[src/rtl/csa_pkg.sv]
// ============================================================================
// csa_pkg : sizing helpers and shared types for csa_pipe_adder
// Revision: 1.0
// ============================================================================
`default_nettype none

package csa_pkg;

  // One stage valid bit; the pipeline keeps a packed csa_vld_t [NSTG-1:0].
  typedef logic csa_vld_t;

  function automatic int csa_nblk(input int width, input int blk);
    return (width + blk - 1) / blk;
  endfunction

  function automatic int csa_nstg(input int nblk, input int blk_per_stg);
    return (nblk + blk_per_stg - 1) / blk_per_stg;
  endfunction

  function automatic int csa_rem(input int width, input int blk);
    return width - (csa_nblk(width, blk) - 1) * blk;
  endfunction

endpackage

`default_nettype wire

[src/rtl/csa_blk.sv]
// ============================================================================
// csa_blk : W-bit carry-select block, both carry-in cases precomputed
// Revision: 1.0
// ============================================================================
`default_nettype none

module csa_blk #(
  parameter int W = 4
) (
  input  logic [W-1:0] a,
  input  logic [W-1:0] b,
  input  logic         cin,
  output logic [W-1:0] s,
  output logic         co
);

  logic [W:0] res0;
  logic [W:0] res1;

  assign res0 = {1'b0, a} + {1'b0, b};
  assign res1 = {1'b0, a} + {1'b0, b} + {{W{1'b0}}, 1'b1};

  assign {co, s} = cin ? res1 : res0;

endmodule

`default_nettype wire

[src/rtl/csa_pipe_adder.sv]
// ============================================================================
// csa_pipe_adder : pipelined carry-select add/sub with valid/ready streaming
// Optional signed-overflow output enabled by defining CSA_PIPE_OVF_EN.
// Revision: 1.0
// ============================================================================
`default_nettype none

module csa_pipe_adder #(
  parameter int WIDTH       = 32,
  parameter int BLK         = 4,
  parameter int BLK_PER_STG = 2
) (
  input  logic             i_clk,
  input  logic             i_rst_n,
  input  logic             i_valid,
  output logic             o_ready,
  input  logic [WIDTH-1:0] i_add_term1,
  input  logic [WIDTH-1:0] i_add_term2,
  input  logic             i_cin,
  input  logic             i_sub,
  output logic             o_valid,
  input  logic             i_ready,
  output logic [WIDTH-1:0] sum,
  output logic             cout
`ifdef CSA_PIPE_OVF_EN
  ,
  output logic             o_ovf
`endif
);

  import csa_pkg::*;

  localparam int NBLK     = csa_nblk(WIDTH, BLK);
  localparam int NSTG     = csa_nstg(NBLK, BLK_PER_STG);
  localparam int REM      = csa_rem(WIDTH, BLK);
  localparam int STG_BITS = BLK_PER_STG * BLK;

  logic                  en;
  csa_vld_t [NSTG-1:0]   vld_q;

  assign en      = !o_valid || i_ready;
  assign o_ready = en;

  always_ff @(posedge i_clk or negedge i_rst_n) begin
    if (!i_rst_n) begin
      vld_q <= '0;
    end else if (en) begin
      for (int k = NSTG - 1; k > 0; k--) begin
        vld_q[k] <= vld_q[k-1];
      end
      vld_q[0] <= i_valid;
    end
  end

  for (genvar s = 0; s < NSTG; s++) begin : g_stg
    localparam int LO  = s * STG_BITS;
    localparam int HI  = ((s + 1) * STG_BITS < WIDTH) ? (s + 1) * STG_BITS : WIDTH;
    localparam int KLO = s * BLK_PER_STG;
    localparam int NB  = (((KLO + BLK_PER_STG) < NBLK) ? (KLO + BLK_PER_STG) : NBLK) - KLO;

    logic [WIDTH-1:LO] a_in;
    logic [WIDTH-1:LO] b_in;
    logic [NB:0]       cc;
    logic [HI-1:LO]    s_new;
    logic [HI-1:0]     sum_d;
    logic [HI-1:0]     sum_q;
    logic              c_q;

    if (s == 0) begin : g_in
      assign a_in  = i_add_term1;
      assign b_in  = i_sub ? ~i_add_term2 : i_add_term2;
      assign cc[0] = i_sub | i_cin;
      assign sum_d = s_new;
    end else begin : g_in
      // Upper operand bits were carried forward by the previous stage.
      assign a_in  = g_stg[s-1].g_opnd.a_q;
      assign b_in  = g_stg[s-1].g_opnd.b_q;
      assign cc[0] = g_stg[s-1].c_q;
      assign sum_d = {s_new, g_stg[s-1].sum_q};
    end

    for (genvar j = 0; j < NB; j++) begin : g_blk
      localparam int K   = KLO + j;
      localparam int BW  = (K == NBLK - 1) ? REM : BLK;
      localparam int OFF = LO + j * BLK;

      if (K == 0) begin : g_rip
        assign {cc[j+1], s_new[OFF+BW-1:OFF]} =
            {1'b0, a_in[OFF+BW-1:OFF]} + {1'b0, b_in[OFF+BW-1:OFF]} + {{BW{1'b0}}, cc[j]};
      end else begin : g_csel
        csa_blk #(.W(BW)) u_blk (
          .a   (a_in[OFF+BW-1:OFF]),
          .b   (b_in[OFF+BW-1:OFF]),
          .cin (cc[j]),
          .s   (s_new[OFF+BW-1:OFF]),
          .co  (cc[j+1])
        );
      end
    end

    always_ff @(posedge i_clk or negedge i_rst_n) begin
      if (!i_rst_n) begin
        sum_q <= '0;
        c_q   <= 1'b0;
      end else if (en) begin
        sum_q <= sum_d;
        c_q   <= cc[NB];
      end
    end

    if (s < NSTG - 1) begin : g_opnd
      logic [WIDTH-1:HI] a_q;
      logic [WIDTH-1:HI] b_q;

      always_ff @(posedge i_clk or negedge i_rst_n) begin
        if (!i_rst_n) begin
          a_q <= '0;
          b_q <= '0;
        end else if (en) begin
          a_q <= a_in[WIDTH-1:HI];
          b_q <= b_in[WIDTH-1:HI];
        end
      end
    end

`ifdef CSA_PIPE_OVF_EN
    if (s == NSTG - 1) begin : g_ovf
      logic ovf_q;

      // Carry into the MSB is recovered as a^b^s at that bit.
      always_ff @(posedge i_clk or negedge i_rst_n) begin
        if (!i_rst_n) begin
          ovf_q <= 1'b0;
        end else if (en) begin
          ovf_q <= a_in[WIDTH-1] ^ b_in[WIDTH-1] ^ s_new[WIDTH-1] ^ cc[NB];
        end
      end
    end
`endif
  end

  assign o_valid = vld_q[NSTG-1];
  assign sum     = g_stg[NSTG-1].sum_q;
  assign cout    = g_stg[NSTG-1].c_q;
`ifdef CSA_PIPE_OVF_EN
  assign o_ovf   = g_stg[NSTG-1].g_ovf.ovf_q;
`endif

endmodule

`default_nettype wire

[config.mk]
export PLATFORM = sky130hd
export DESIGN_NAME = csa_pipe_adder
export DESIGN_NICKNAME = d
export VERILOG_FILES = /design/src/rtl/csa_pkg.sv /design/src/rtl/csa_blk.sv /design/src/rtl/csa_pipe_adder.sv
export SDC_FILE = /design/constraint.sdc
export NUM_CORES = 1
export LEC_CHECK = 0
export BUFFER_PORTS_ARGS = -buffer_cell sky130_fd_sc_hd__buf_4
export CAP_MARGIN = 20
export CORE_UTILIZATION = 60
export CTS_CLUSTER_SIZE = 25
export DETAILED_ROUTE_END_ITERATION = 10
export PLACE_DENSITY = 0.82
export SETUP_SLACK_MARGIN = 0.4
export SLEW_MARGIN = 20
export SYNTH_ARGS = -nofsm -noshare
export SYNTH_HDL_FRONTEND = slang
export SYNTH_SLANG_ARGS = --single-unit
[constraint.sdc]
create_clock -name i_clk -period 7.3 [get_ports i_clk]
set_input_delay 0.73 -clock i_clk [delete_from_list [all_inputs] [get_ports i_clk]]
set_output_delay 0.73 -clock i_clk [all_outputs]
set_load 0.02 [all_outputs]
==> results of run 1 <==
-- cells by family (layout without fill, tap and decap cells) --
logic type	count (synthesis)	in the layout	synth area share [%]
compound gates	118	118	8.56
xor+xnor	58	58	5.92
fa+ha+maj	47	47	7.42
buf+inv	58	145	2.71
flops	184	184	52.1
mux	4	4	0.453
simple gates	500	500	22.8
-- sequential cells by signal (all words and copies together) (netlist names) --
| register | cells |
|---|---|
| cout | 1 |
| sum | 32 |
| vld_q | 4 |
| g_stg.c_q | 3 |
| g_stg.g_opnd.b_q | 48 |
| g_stg.sum_q | 48 |
| g_stg.g_opnd.a_q | 48 |
-- per-stage QoR --
stage                     power, mW  util [%]  instance area (um^2)  hold WS (ns)
after floorplan                3.23         -                  8830         0.430
after global placement         3.67      68.6                  9670         0.444
after detailed placement       3.77      68.6                  9670         0.447
after CTS                      4.68      72.6                 10200         0.452
after global routing           5.03      72.6                 10200         0.471
final                          4.65      72.6                 10200         0.375
-- where the power goes --
group,total (mW),switching [mW],internal (mW)
clock network,0.871,0.365,0.505
registers,1.76,0.285,1.48
logic,2.02,1.18,0.842
-- cell usage in the layout, fill, tap and decap left out, types with 2 or more instances in the layout --
cell type | Yosys | final
ha_1 | 38 | 38
clkbuf_1 | 41 | 4
a21oi_1 | 30 | 30
nand2_1 | 423 | 423
fa_1 | 9 | 9
a311o_1 | 2 | 2
xor2_2 | 2 | 2
xnor2_1 | 35 | 35
inv_1 | 6 | 5
nor3b_1 | 3 | 3
nor2_1 | 29 | 29
mux2i_1 | 4 | 4
o21ai_0 | 35 | 35
clkinv_2 | 0 | 2
o31ai_2 | 4 | 4
a21bo_1 | 2 | 2
a21o_1 | 16 | 16
clkbuf_16 | 0 | 17
and4_1 | 2 | 2
or4_4 | 2 | 2
and3_1 | 9 | 9
nor3_1 | 4 | 4
xor2_1 | 21 | 21
dfrtp_1 | 184 | 184
a31o_1 | 2 | 2
a211oi_2 | 2 | 2
nand3_2 | 2 | 2
nand3_1 | 10 | 10
a211o_1 | 2 | 2
buf_4 | 0 | 107
nand4_1 | 9 | 9
a31oi_1 | 13 | 13
o31ai_1 | 3 | 3
clkbuf_8 | 0 | 5
-- per-layer routing --
metal | global-route usage, % | wire length, um | part of all wire [%]
met3 | 4.80 | 782 | 4.7
met2 | 38.7 | 8240 | 49
met5 | 0 | 0 | 0
met1 | 31.6 | 7530 | 45
met4 | 7.08 | 139 | 0.83
-- how the worst min path moves through the flow --
stage | from | endpoint | slack (ns)
6_report | i_rst_n | sum[0]$_DFFE_PN0P_ | 0.38
5_1_grt | i_rst_n | sum[1]$_DFFE_PN0P_ | 0.47
4_1_cts | i_rst_n | sum[0]$_DFFE_PN0P_ | 0.45
3_5_place_dp | vld_q[2]$_DFFE_PN0P_ | vld_q[3]$_DFFE_PN0P_ | 0.45
3_3_place_gp | vld_q[2]$_DFFE_PN0P_ | vld_q[2]$_DFFE_PN0P_ | 0.44
2_1_floorplan | i_rst_n | cout$_DFFE_PN0P_ | 0.43
-- area by class of cell --
cell class / instances / area, um^2
multi-input combinational: 727 / 4000
clock inverter: 6 / 65.1
clock buffer: 25 / 495
inverter: 6 / 25.0
fill: 1061 / 3870
timing repair buffer: 108 / 817
tap: 180 / 225
sequential: 184 / 4600
-- cells in the mapped netlist, types with 3 or more instances --
library cell | number | share of area (%)
o31ai_2 | 4 | 0.57
o21ai_0 | 35 | 2.0
nor3b_1 | 3 | 0.25
ha_1 | 38 | 5.4
clkbuf_1 | 41 | 1.7
xnor2_1 | 35 | 3.5
nand3_1 | 10 | 0.57
buf_2 | 4 | 0.23
nand2_1 | 423 | 18
and3_1 | 9 | 0.64
a21oi_1 | 30 | 1.7
mux2i_1 | 4 | 0.45
o31ai_1 | 3 | 0.25
inv_1 | 6 | 0.25
fa_1 | 9 | 2.0
a31oi_1 | 13 | 0.92
buf_1 | 4 | 0.17
dfrtp_1 | 184 | 52
nor3_1 | 4 | 0.23
nor2_1 | 29 | 1.2
a21o_1 | 16 | 1.4
xor2_1 | 21 | 2.1
nand4_1 | 9 | 0.64
-- worst max-delay path, stage by stage --
cell      delay (ns)
buf_4           0.12
nor2b_4         0.17
buf_4           0.79
buf_4           0.84
nor3b_1         0.11
a311o_1         0.36
a211oi_2        0.20
==> reports/qor.csv, run 1 <==
metric;value;unit
outcome;finished clean;
finalSetupViolations;0;
synthCells;969;
p_leak;5.24;nW
syn_nets;1086;
hp-class;primary input to asynchronous set/reset pin;
cp.arrival;3.35;ns
reg2regPathDepth;6;
rsz0062_at_grt;no;
hold_buffers;0;
routed_wl;16700;um
fin_skew;0.00751;ns
die-height;123;um
layout-drive-gt1-share;14.3;%
grt_max_degree;111;
antenna_found_initial;0;
endpoint;cout$_DFFE_PN0P_;
cts_buffers;17;
port_buffers;104;
irDropWorstVdd;200;uV
grt_pass1_vias;6180;
gr-total-overflow;0;
numClockSinks;184;
areaGrowthSynthToFinish;15.8;%
r2r-end;cout$_DFFE_PN0P_;
vias_per_cell;5.30;
cp-start-kind;primary input;
synth_edf_count;0;
synth_ff_type;dfrtp_1;
synth_area_per_cell;9.11;um^2
crit_type;primary input to flop;
report.final.slew_viol_count;0;
hold_violations;0;
ys.warnings.count;0;
cts-root-buf;clkbuf_16;
clk_pin_slew;0.06;ns
htreeDepth;4;
setup_ws;4.28;ns
fin_tns_setup;0;ns
final_cells;1236;
antennaDiodeCount;0;
initial_core_util;62.7;%
yosysSeqAreaShare;52.1;%
pre_cts_ws;3.86;ns
postCtsSetupRepairBufs;0;
drc;0;
grt_pass1_wl;27900;um
die_area;0.0152;mm^2
gp_congestion;0.870;
r2r_start;vld_q[3]$_DFFE_PN0P_;
p_per_area;455;mW/mm^2
relSlewSlack;31.5;%
critPathMaxFanout;109;
dp_cells;1205;
hpwlAfterDp;10600;um
grt_usage;23.6;%
async_flop_share;100;%
clk_path_buf_depth;2;
rows;43;
reg2reg_slack;4.32;ns
max_freq;332;MHz
startpoint;i_ready;
num_io_pins;105;
nets;1161;
tightest_slew;1.03;ns
routedWlPerCell;13.5;um
first_pass_iters;5;
vias;6545;
core-area;0.0141;mm^2
cts_tree;built;
ys_seq_elements;184;
yosys.cell_types.count;48;
layout_worst_path_cycle_share;41.3;%
ant_nets;0;
cts_repair_resize_count;0;
die_x;123;um
first_iter_violations;517;
end_kind;flop;
synth_area;0.00883;mm^2
drv_cap;0;
clock_latency;0.42;ns
fin_crit;3.02;ns
crit_required;7.64;ns
Power figures use the tool's default switching activity.
==> run 2: changes to the inputs <==
--- a/config.mk
+++ b/config.mk
@@ -5,12 +5,13 @@
 export SDC_FILE = /design/constraint.sdc
 export NUM_CORES = 1
 export LEC_CHECK = 0
+export ABC_AREA = 1
 export BUFFER_PORTS_ARGS = -buffer_cell sky130_fd_sc_hd__buf_4
 export CAP_MARGIN = 20
-export CORE_UTILIZATION = 60
+export CORE_UTILIZATION = 59
 export CTS_CLUSTER_SIZE = 25
 export DETAILED_ROUTE_END_ITERATION = 10
-export PLACE_DENSITY = 0.82
+export PLACE_DENSITY = 0.81
 export SETUP_SLACK_MARGIN = 0.4
 export SLEW_MARGIN = 20
 export SYNTH_ARGS = -nofsm -noshare
==> constraint.sdc (replaced) <==
create_clock -name i_clk -period 3.1 [get_ports i_clk]
set_input_delay 0.31 -clock i_clk [delete_from_list [all_inputs] [get_ports i_clk]]
set_output_delay 0.31 -clock i_clk [all_outputs]
set_load 0.02 [all_outputs]
==> reports/qor.csv, run 2 <==
metric;value;unit
end_kind;flop;
relSlewSlack;46.3;%
hp-class;primary input to flop;
drv_cap;0;
hold_violations;0;
synth_top_cells_by_area;dfrtp_1, nand2_1, o21ai_0;
yosys.cell_types.count;35;
core-area;0.0146;mm^2
endpoint;g_stg[1].sum_q[14]$_DFFE_PN0P_;
antenna_found_initial;0;
final_common_cell;nand2_1;
final_cells;1302;
cts-root-buf;clkbuf_16;
mostFrequentLayoutCells;nand2_1, dfrtp_1, buf_4;
vias;6714;
finalSetupViolations;0;
synth_area_per_cell;8.76;um^2
p_per_area;1050;mW/mm^2
cts_repair_resize_count;0;
synth_area;0.00893;mm^2
clock_latency;0.43;ns
die_x;125;um
hpwlAfterDp;11000;um
routed_wl;16600;um
report.final.slew_viol_count;0;
crit_required;3.41;ns
r2r-end;g_stg[1].sum_q[14]$_DFFE_PN0P_;
first_iter_violations;462;
die-height;125;um
gp_congestion;0.851;
clk_pin_slew;0.07;ns
reg_top3;g_stg.g_opnd.a_q (48), g_stg.g_opnd.b_q (48), g_stg.sum_q (48);
ant_nets;0;
cp-start-kind;flop;
htreeDepth;4;
ys_seq_elements;184;
nets;1223;
fin_crit;2.25;ns
startpoint;g_stg[0].g_opnd.a_q[8]$_DFFE_PN0P_;
layout-drive-gt1-share;15.2;%
gr-total-overflow;0;
crit_type;flop to flop;
critPathMaxFanout;7;
grt_usage;23.1;%
cts_buffers;17;
hold_start;i_add_term1[18];
grt_pass1_wl;29200;um
grt_max_degree;218;
synthCells;1020;
hold_depth;3;
ys.warnings.count;0;
cp.arrival;2.56;ns
num_io_pins;105;
areaGrowthSynthToFinish;16.2;%
tightest_slew;0.805;ns
irDropWorstVdd;551;uV
fin_skew;0.0105;ns
yosysMostFrequentCell;nand2_1;
p_leak;5.31;nW
clk_path_buf_depth;2;
synth_edf_count;0;
r2r_start;g_stg[0].g_opnd.a_q[8]$_DFFE_PN0P_;
synth_top_cell_area_share;51.6;%
grt_pass1_vias;6576;
outcome;finished with violations;
routedWlPerCell;12.8;um
synth_top_cells_by_count;nand2_1, dfrtp_1, o21ai_0;
initial_core_util;61.0;%
dp_cells;1270;
vias_per_cell;5.16;
async_flop_share;100;%
reg2regPathDepth;10;
numClockSinks;184;
fin_tns_setup;0;ns
port_buffers;104;
synth_area_leader_cell;dfrtp_1;
antennaDiodeCount;0;
rsz0062_at_grt;no;
max_freq;445;MHz
syn_nets;1137;
rows;44;
synth_ff_type;dfrtp_1;
layout_worst_path_cycle_share;72.5;%
failed_checks;design-rule violations;
reg2reg_slack;0.85;ns
yosysSeqAreaShare;51.6;%
drc;10;
first_pass_iters;8;
die_area;0.0156;mm^2
cts_tree;built;
## run 2: cell families (layout without fill, tap and decap cells)
family	Yosys count	in the layout	synth area share, %
flip-flops	184	184	51.6
AO/OA/AOI/OAI	131	131	7.48
adder cells (fa/ha/maj)	47	47	7.34
buffers and inverters	119	217	5.72
XOR/XNOR	48	48	4.96
AND/OR/NAND/NOR	491	491	22.9
## run 2: per-layer routing
metal / share of wire, % / GRT usage (%)
met1: 46 / 29.2
met2: 50 / 39.8
met3: 3.4 / 5.35
met4: 0.96 / 6.96
met5: 0 / 0
## run 2: critical path: stages, from the launching register on
cell and delay, ns:
dfrtp_1 0.38, ha_1 0.23, fa_1 0.53, ha_1 0.16
nand2_1 0.11, nor2_4 0.15, nand4_2 0.16, nand2_2 0.16
nand3_1 0.09, nand3_1 0.10, nand2_1 0.06
## run 2: cell type report
type / instances / area [um^2]
Clock buffer: 17 / 425
Clock inverter: 14 / 126
Fill cell: 1138 / 4270
Inverter: 75 / 284
Multi-Input combinational cell: 717 / 3820
Sequential cell: 184 / 4600
Tap cell: 184 / 230
Timing Repair Buffer: 111 / 880
## run 2: how the worst min path moves through the flow
stage,end
6_report,g_stg[0].g_opnd.a_q[18]$_DFFE_PN0P_
5_1_grt,g_stg[0].g_opnd.a_q[15]$_DFFE_PN0P_
4_1_cts,g_stg[0].g_opnd.a_q[18]$_DFFE_PN0P_
3_5_place_dp,g_stg[2].g_opnd.a_q[30]$_DFFE_PN0P_
3_3_place_gp,g_stg[2].g_opnd.a_q[30]$_DFFE_PN0P_
2_1_floorplan,cout$_DFFE_PN0P_
## run 2: report_power, final
part	switching [mW]	total, mW	internal (mW)	leakage, nW
Clock	0.911	2.01	1.10	0.258
Combinational	2.95	4.84	1.89	2.83
Sequential	0.589	4.06	3.47	2.23
## run 2: timing repair
action	CTS	global route
buffers inserted	0	0
hold buffers	1	0
hold endpoints to repair	82	0
## run 2: per-stage QoR
step | total power, mW | hold WS (ns) | instance area, um^2 | setup slack, ns | utilization, %
after global placement | 8.70 | 0.433 | 9810 | 0.851 | 67.0
after global routing | 11.9 | 0.0586 | 10400 | 0.662 | 70.8
after detailed placement | 8.91 | 0.430 | 9810 | 0.754 | 67.0
final | 10.9 | 0.0716 | 10400 | 0.853 | 70.8
after CTS | 11.0 | 0.0586 | 10400 | 0.863 | 70.8
after floorplan | 7.65 | 0.0144 | 8930 | 0.797 | -
